`src/rtl/seg7_scan_driver.sv`:
```
// -----------------------------------------------------------------------------
// seg7_scan_driver
//
// Time-multiplexed driver for a common-anode multi-digit 7-segment display.
// Each digit owns a slot of SCAN_DIV clocks. The first BLANK_CYCLES clocks of a
// slot keep every anode off so the previous digit's segments cannot ghost into
// the next one. The remaining clocks drive one anode low with that digit's
// segments and decimal point.
//
// New values are staged in a pending register and copied into the display
// register only at the frame boundary (the clock where the digit index wraps
// from DIGITS-1 to 0), so a frame never mixes old and new digits.
//
// Input strobe semantics: hex_valid is a one-clock, valid-only strobe (there is
// no ready; the block always accepts). Every clock with hex_valid=1 captures
// hex_in; the last strobe before a boundary wins. A strobe on the boundary
// clock itself goes straight to the display register.
//
// Ports
//   clkIn        system clock, the only clock
//   rst_n        asynchronous active-low reset
//   hex_in       4*DIGITS bits, nibble k = digit k (digit 0 rightmost)
//   hex_valid    capture strobe for hex_in
//   dp_in        decimal point per digit, active-high, sampled live
//   lz_blank     1 = blank leading zero digits, sampled live
//   seg          {g,f,e,d,c,b,a}, active-low, registered
//   dp           decimal point, active-low, registered
//   an           anode enables, active-low, registered
//   frame_start  one-clock pulse as the digit 0 slot starts with new data
// -----------------------------------------------------------------------------
module seg7_scan_driver #(
   parameter int DIGITS       = 4,
   parameter int SCAN_DIV     = 100000,
   parameter int BLANK_CYCLES = 4
) (
   input  logic                  clkIn,
   input  logic                  rst_n,
   input  logic [4*DIGITS-1:0]   hex_in,
   input  logic                  hex_valid,
   input  logic [DIGITS-1:0]     dp_in,
   input  logic                  lz_blank,
   output logic [6:0]            seg,
   output logic                  dp,
   output logic [DIGITS-1:0]     an,
   output logic                  frame_start
);

   localparam int TW = $clog2(SCAN_DIV);
   localparam int IW = $clog2(DIGITS);

   logic [TW-1:0]         tick;
   logic [IW-1:0]         idx;
   logic [4*DIGITS-1:0]   display_q;
   logic [4*DIGITS-1:0]   pending_q;
   logic                  pending_flag;

   logic                  tick_wrap;
   logic                  boundary;
   logic                  in_blank;

   // Active-high segment pattern {g,f,e,d,c,b,a} for one hex nibble.
   function automatic logic [6:0] seg_decode(input logic [3:0] v);
      logic [6:0] s;
      case (v)
         4'h0: s = 7'h3F;
         4'h1: s = 7'h06;
         4'h2: s = 7'h5B;
         4'h3: s = 7'h4F;
         4'h4: s = 7'h66;
         4'h5: s = 7'h6D;
         4'h6: s = 7'h7D;
         4'h7: s = 7'h07;
         4'h8: s = 7'h7F;
         4'h9: s = 7'h6F;
         4'hA: s = 7'h77;
         4'hB: s = 7'h7C;
         4'hC: s = 7'h39;
         4'hD: s = 7'h5E;
         4'hE: s = 7'h79;
         default: s = 7'h71;
      endcase
      return s;
   endfunction

   assign tick_wrap = (tick == TW'(SCAN_DIV - 1));
   assign boundary  = tick_wrap && (idx == IW'(DIGITS - 1));
   assign in_blank  = (tick < TW'(BLANK_CYCLES));

   // Scan position: tick within the slot, idx selects the digit.
   always_ff @(posedge clkIn or negedge rst_n) begin
      if (!rst_n) begin
         tick <= '0;
         idx  <= '0;
      end else if (tick_wrap) begin
         tick <= '0;
         if (idx == IW'(DIGITS - 1)) idx <= '0;
         else                        idx <= idx + IW'(1);
      end else begin
         tick <= tick + TW'(1);
      end
   end

   // Staging. A strobe on the boundary clock bypasses pending so it shows in
   // the frame that is just starting rather than one frame later.
   always_ff @(posedge clkIn or negedge rst_n) begin
      if (!rst_n) begin
         display_q    <= '0;
         pending_q    <= '0;
         pending_flag <= 1'b0;
      end else if (boundary) begin
         if (hex_valid)         display_q <= hex_in;
         else if (pending_flag) display_q <= pending_q;
         pending_flag <= 1'b0;
      end else if (hex_valid) begin
         pending_q    <= hex_in;
         pending_flag <= 1'b1;
      end
   end

   // Per-digit selection. lz_mask[k] marks digit k as a leading zero: it and
   // every digit above it are zero. Digit 0 is always shown.
   logic [DIGITS-1:0] lz_mask;
   logic [DIGITS-1:0] an_drive;
   logic [3:0]        nib_sel;
   logic              dp_sel;
   logic              lz_sel;
   logic              zeros_above;

   always_comb begin
      lz_mask     = '0;
      an_drive    = '1;
      nib_sel     = 4'h0;
      dp_sel      = 1'b0;
      lz_sel      = 1'b0;
      zeros_above = 1'b1;
      for (int k = DIGITS - 1; k >= 0; k--) begin
         zeros_above = zeros_above && (display_q[k*4 +: 4] == 4'h0);
         lz_mask[k]  = zeros_above && (k != 0);
      end
      for (int k = 0; k < DIGITS; k++) begin
         if (idx == IW'(k)) begin
            nib_sel     = display_q[k*4 +: 4];
            dp_sel      = dp_in[k];
            lz_sel      = lz_mask[k];
            an_drive[k] = 1'b0;
         end
      end
   end

   // Registered outputs: they reflect the scan position one clock earlier,
   // and an/seg always change on the same edge.
   always_ff @(posedge clkIn or negedge rst_n) begin
      if (!rst_n) begin
         an          <= '1;
         seg         <= 7'h7F;
         dp          <= 1'b1;
         frame_start <= 1'b0;
      end else begin
         frame_start <= boundary;
         if (in_blank) begin
            an  <= '1;
            seg <= 7'h7F;
            dp  <= 1'b1;
         end else begin
            an  <= an_drive;
            seg <= (lz_blank && lz_sel) ? 7'h7F : ~seg_decode(nib_sel);
            dp  <= ~dp_sel;
         end
      end
   end

endmodule

```
`config.mk`:
```
export PLATFORM = sky130hd
export DESIGN_NAME = seg7_scan_driver
export DESIGN_NICKNAME = d
export VERILOG_FILES = /design/src/rtl/seg7_scan_driver.sv
export SDC_FILE = /design/constraint.sdc
export NUM_CORES = 1
export LEC_CHECK = 0
export CORE_ASPECT_RATIO = 1.4
export CORE_MARGIN = 2
export CORE_UTILIZATION = 40
export CTS_BUF_LIST = sky130_fd_sc_hd__clkbuf_8 sky130_fd_sc_hd__clkbuf_16
export DETAILED_ROUTE_END_ITERATION = 8
export PLACE_DENSITY = 0.65
export SYNTH_ARGS = -nofsm -noshare
export SYNTH_HDL_FRONTEND = slang
export SYNTH_SLANG_ARGS = --single-unit
```
`constraint.sdc`:
```
create_clock -name clkIn -period 2.6 [get_ports clkIn]
set_clock_uncertainty 0.2 [all_clocks]
set_input_delay 0.26 -clock clkIn [delete_from_list [all_inputs] [get_ports clkIn]]
set_output_delay 0.26 -clock clkIn [all_outputs]
set_load 0.03 [all_outputs]
```
# [Yosys cells after proc, flatten, opt, wreduce, memory -nomap -nowiden]
# Memories as Yosys holds them, arrays and structs flattened.
# Index checks and enable logic that the tools add are counted.
# W data, S select, Z words.
[totals] memories=1 register_bits=65 in_bits=24 word_cells=58 mem_bits_ro=112 out_inout_bits=13
[classes] n_eq_ne=4 reduce_logical=12 muxes=26 magnitude_cmp=1 addsub=2 bitwise=3
[memory_table] memory="(name not given)" words=16 width=7 read_ports=1 rd_ports_with_merged_regs=0 wr=0 line_no="64" text="case (v)"
[ops] operator="$mux W16" n=2
[ops] operator="$mux W7" n=3
[ops] operator="$mux W4" n=5
[ops] operator="$add A17 B1 Y17 const B" n=1
[ops] operator="$eq A17 B17 Y1 const B" n=1
[ops] operator="$lt A17 B3 Y1 const B" n=1
[ops] operator="$mux W17" n=1
[ops] operator="$mux W1" n=14
[ops] operator="$logic_not A4 Y1" n=3
[ops] operator="$not A7 Y7" n=1
[ops] operator="$eq A2 B2 Y1 const B" n=2
[ops] operator="$logic_and A1 B1 Y1" n=4
[ops] operator="$reduce_and A2 Y1" n=2
[ops] operator="$reduce_bool A2 Y1" n=2
[ops] operator="$add A2 B1 Y2 const B" n=1
[ops] operator="$eq A2 B1 Y1 const B" n=1
[ops] operator="$logic_not A2 Y1" n=1
[ops] operator="$mux W2" n=1
[ops] operator="$not A1 Y1" n=2

# [Logic depth before layout (Yosys ltp)]
# An unclocked memory read counts as a cell.
[logic_depth] depth_word=10 mapped_depth=10 depth_no_buf=9

# [Worst setup path after synthesis]
# OpenSTA, ideal clock, no wires.
[synth_path] kind="register to register" start="register idx[0]" end="register seg[3]" period_less_slack_ns=2.618 arrival_ns=2.320 setup_time_ns=0.098 slack_ns=-0.018 required_time_ns=2.302 stages_incl_launch_ff=10 path_buffers=2 path_cell_list="dfrtp_1 -> ha_1 -> buf_2 -> clkbuf_1 -> a221oi_1 -> inv_1 -> ha_1 -> mux2_1 -> nor2_1 -> o21ai_1"
[synth_between] elab_chain_len=10 word_cells_on_any_way=17 cone_classes="3 x eq/ne; 10 x mux; 1 x bitwise; 2 x reduce/logical; 1 x memory"
[synth_lines] element="from (decl)" line_no="52" text="logic [IW-1:0] idx;"
[synth_lines] element="from (signal assigned)" line_no="97" text="else idx <= idx + IW'(1);"
[synth_lines] element="$logic_not A2 Y1" line_no="141" text="if (idx == IW'(k)) begin"
[synth_lines] element="$mux W4 (4 in a row)" line_no="141"
[synth_lines] element="$mem_v2 Z16 W7"
[synth_lines] element="$mux W7" line_no="160" text="if (in_blank) begin"
[synth_lines] element="$not A7 Y7" line_no="166" text="seg <= (lz_blank && lz_sel) ? 7'h7F : ~seg_decode(nib_sel);"
[synth_lines] element="$mux W7 (*)" line_no="166"
[synth_lines] element="$mux W7 (*)" line_no="160"
[synth_lines] element="to (signal assigned)" line_no="166"
[synth_lines] element="to (decl)" line_no="42" text="output logic [6:0] seg,"
# Mark *: on every way between the ends. The rest lies on a longest branch, timed or not. The select of a mux whose other input is x is not followed.
# A chain may end at the register's enable or synchronous reset.

# [Worst setup path in the final report]
# Same ends and word-level chain as after synthesis.

==> qor.csv <==
metric;value;unit
outcome;completed;
Syn Inst Count;317;
1st-iter DRT viols;138;
number of setup buffers added after CTS;0;
vias in the first global route;2442;
Worst Path Arrival;2.48;ns
DR WL/cell;14.0;um
Net Count, Synth;352;
area delta synth->final;23.1;%
Max FO, Critical Path;13;
worst rel slew slack;56.0;%
FFs w/ async S/R, synth;100;%
Pre-Repair DR Iteration Count;4;
Setup CP Type;flop to flop;
Post-Synthesis Cell Area;0.00343;mm^2
Synth Register Bits;65;
Syn Area/Cell;10.8;um^2
nets;394;
Net Sw Power;479;uW
GR Overflow Total;0;
worst vdd ir;0.000354;V
post-synthesis sequential area ratio;47.8;%
height of the die;114;um
routed vias/inst;5.30;
crit path from;idx[0]$_DFFE_PN0N_;
final wirelength;6.56;mm
worst reg2reg startpoint;idx[0]$_DFFE_PN0N_;
clock slew at reported path FFs;0.05;ns
unrepaired setup endpoints after global routing;false;
number of enable flip-flop cells after synthesis;0;
largest net degree at the start of global routing;38;
initial antenna violation count;0;
CP endpoint;seg[3]$_DFF_PN1_;
fin cells;469;
final worst path period share;93.2;%
Yosys cell types;53;
Ports;37;
total track usage;15.8;%
power density over the cells;574;mW/mm^2
MaxCap Viol Count;0;
# DRC;0;
final hold violations;0;
CP Launch Type;flop;
I/O Buffers;36;
WP data required;2.65;ns
combinational share of power;6.3;%
Seq pwr share;43.4;%
Antenna Diode Count;0;
Root Driver;clkbuf_16;
Top FF cell, synth;dfrtp_1;
latest clock arrival within the worst-skew pair;0.32;ns
Cell Int Power;1950;uW
post-route minimum period;2.42;ns
Worst setup EP type;flop;
reg2reg setup slack;0.18;ns
Hold Slack;0.303;ns
Register-to-Register Path Depth;9;
Worst Max-Slew Pin Slew;0.659;ns
RR Endpoint;seg[3]$_DFF_PN1_;
Std-Cell Rows;40;
Core Area;0.00846;mm^2
Sw Share;19.8;%
Setup TNS;0;ns
Pleak;0.00186;uW
dpl hpwl;4.94;mm
post-route ant nets;0;
Reg area;0.00164;mm^2
CTS tree;built;
H-tree lvl count;3;
CTS Sinks;65;
multi-input gate area in the final layout;0.00161;mm^2
Die Footprint;0.00934;mm^2
Synthesis Warnings;0;
setup violators final;0;
RePlAce Congestion;0.778;
die width;82.3;um
CTS buffer count;9;
Slew Limit Fails;0;
Hold/Removal Path Class;input pin to async pin;
Filler cells;743;
Cells after DPL;452;
CTS max path bufs;2;
first-pass GRT wire length;11.4;mm
starting density of the core;40.6;%
FMAX;413;MHz
via count;2488;
share of cells above drive strength 1;20.1;%
final core utilization;49.9;%
Clk network pwr share;50.2;%
==> cells by family (layout without fill, tap and decap cells) <==
family | count (synthesis) | in the layout | synth area share, %
buffers and inverters | 38 | 85 | 5.58
AND/OR/NAND/NOR | 111 | 111 | 17.5
XOR/XNOR | 15 | 15 | 3.83
flip-flops | 65 | 65 | 47.8
adder cells (fa/ha/maj) | 11 | 11 | 4.01
multiplexers | 21 | 21 | 7.91
AO/OA/AOI/OAI | 56 | 56 | 13.3
==> metal layers <==
layer  vias up  share of wire [%]  global-route usage (%)
met1      1233                 45                    19.8
met4         0                1.0                    7.67
met3         4                2.3                    2.61
met5         -                  0                       0
met2        41                 52                    26.1
li1       1210                  -                       -
==> critical path, cell delays in order (launching register included) <==
cell      delay, ns
dfrtp_1        0.41
ha_1           0.35
nor2b_1        0.20
a211oi_1       0.21
buf_4          0.16
inv_1          0.09
ha_1           0.24
mux2_1         0.30
nor2_1         0.12
o21ai_1        0.07
==> per-stage QoR <==
step	power, uW	area [um^2]	setup slack, ns
floorplan	1150	3440	0.0319
global placement	1220	3910	0.231
detailed placement	1220	3910	0.162
CTS	2460	4220	0.156
global route	2530	4220	0.0118
finish	2430	4220	0.177
==> layout by cell type (no fill, tap or decap), types with 3 or more instances in the layout <==
cell type,n
nand3_1,21
a2bb2oi_1,6
mux2_2,8
inv_1,25
o21ai_0,19
ha_1,10
a211oi_1,3
dfstp_2,12
o211ai_1,3
nor4_1,5
nor2_1,17
mux2_4,10
dfrtp_1,53
xor2_1,10
nor3_1,5
xnor2_1,5
a21oi_1,4
nor3b_1,4
nand2_1,28
nand3b_1,5
a2bb2oi_2,10
nor2b_1,4
clkbuf_16,9
nand4_1,5
clkdlybuf4s50_1,35
buf_4,10
==> cell usage after synthesis, drive strengths merged, types with 2 or more instances <==
master / count / area share (%)
a211oi: 3 / 0.66
a21oi: 4 / 0.58
a2bb2oi: 16 / 5.9
a311o: 2 / 0.58
and2: 2 / 0.36
and3: 2 / 0.51
and4: 2 / 0.51
buf: 10 / 2.5
clkbuf: 7 / 0.77
dfrtp: 53 / 39
dfstp: 12 / 9.2
ha: 11 / 4.0
inv: 21 / 2.3
mux2: 19 / 7.3
mux2i: 2 / 0.58
nand2: 28 / 3.1
nand3: 22 / 3.4
nand3b: 5 / 1.1
nand4: 5 / 0.91
nor2: 18 / 2.2
nor2b: 4 / 0.73
nor3: 6 / 1.0
nor3b: 4 / 0.88
nor4: 7 / 1.6
o211ai: 3 / 0.66
o21ai: 20 / 2.9
o22ai: 2 / 0.36
xnor2: 5 / 1.3
xor2: 10 / 2.6
==> how the worst min path moves through the flow <==
stage	endpoint	slack [ns]	from
after floorplan	display_q[0]$_DFFE_PN0P_	-0.24	rst_n
after global routing	pending_q[2]$_DFFE_PN0P_	0.32	pending_q[2]$_DFFE_PN0P_
after CTS	pending_q[3]$_DFFE_PN0P_	0.31	pending_q[3]$_DFFE_PN0P_
after detailed placement	tick[9]$_DFF_PN0_	0.13	rst_n
final	tick[12]$_DFF_PN0_	0.30	rst_n
after global placement	tick[9]$_DFF_PN0_	0.12	rst_n
==> power by group through the flow <==
| stage | registers (uW) | logic (uW) | clock network, uW |
|---|---|---|---|
| 4_1_cts | 1050 | 157 | 1250 |
| 3_5_place_dp | 1070 | 156 | 0 |
| 5_1_grt | 1060 | 173 | 1300 |
| 3_3_place_gp | 1070 | 153 | 0 |
| 2_1_floorplan | 1070 | 79.0 | 0 |
| 6_report | 1050 | 153 | 1220 |
==> registers in the layout, indices dropped and copies added (netlist names) <==
signal and flops:
pending_flag 1, tick 17, display_q 16, seg 7
an 4, idx 2, pending_q 16, dp 1
frame_start 1
==> what timing repair did <==
| item | in CTS | in global routing |
|---|---|---|
| resized for setup | 0 | 1 |
| hold endpoints to repair | 17 | 0 |
| hold buffers | 1 | 0 |
| setup endpoints to repair | 0 | 1 |
==> area by class of cell <==
type / count / share of cell area [%]
multi-input combinational: 214 / 38.0
sequential: 65 / 38.9
inverter: 21 / 1.87
tap: 105 / 3.11
clock inverter: 7 / 1.90
clock buffer: 9 / 5.33
timing repair buffer: 48 / 10.9
Note: power is estimated with default switching activity, not from simulation.
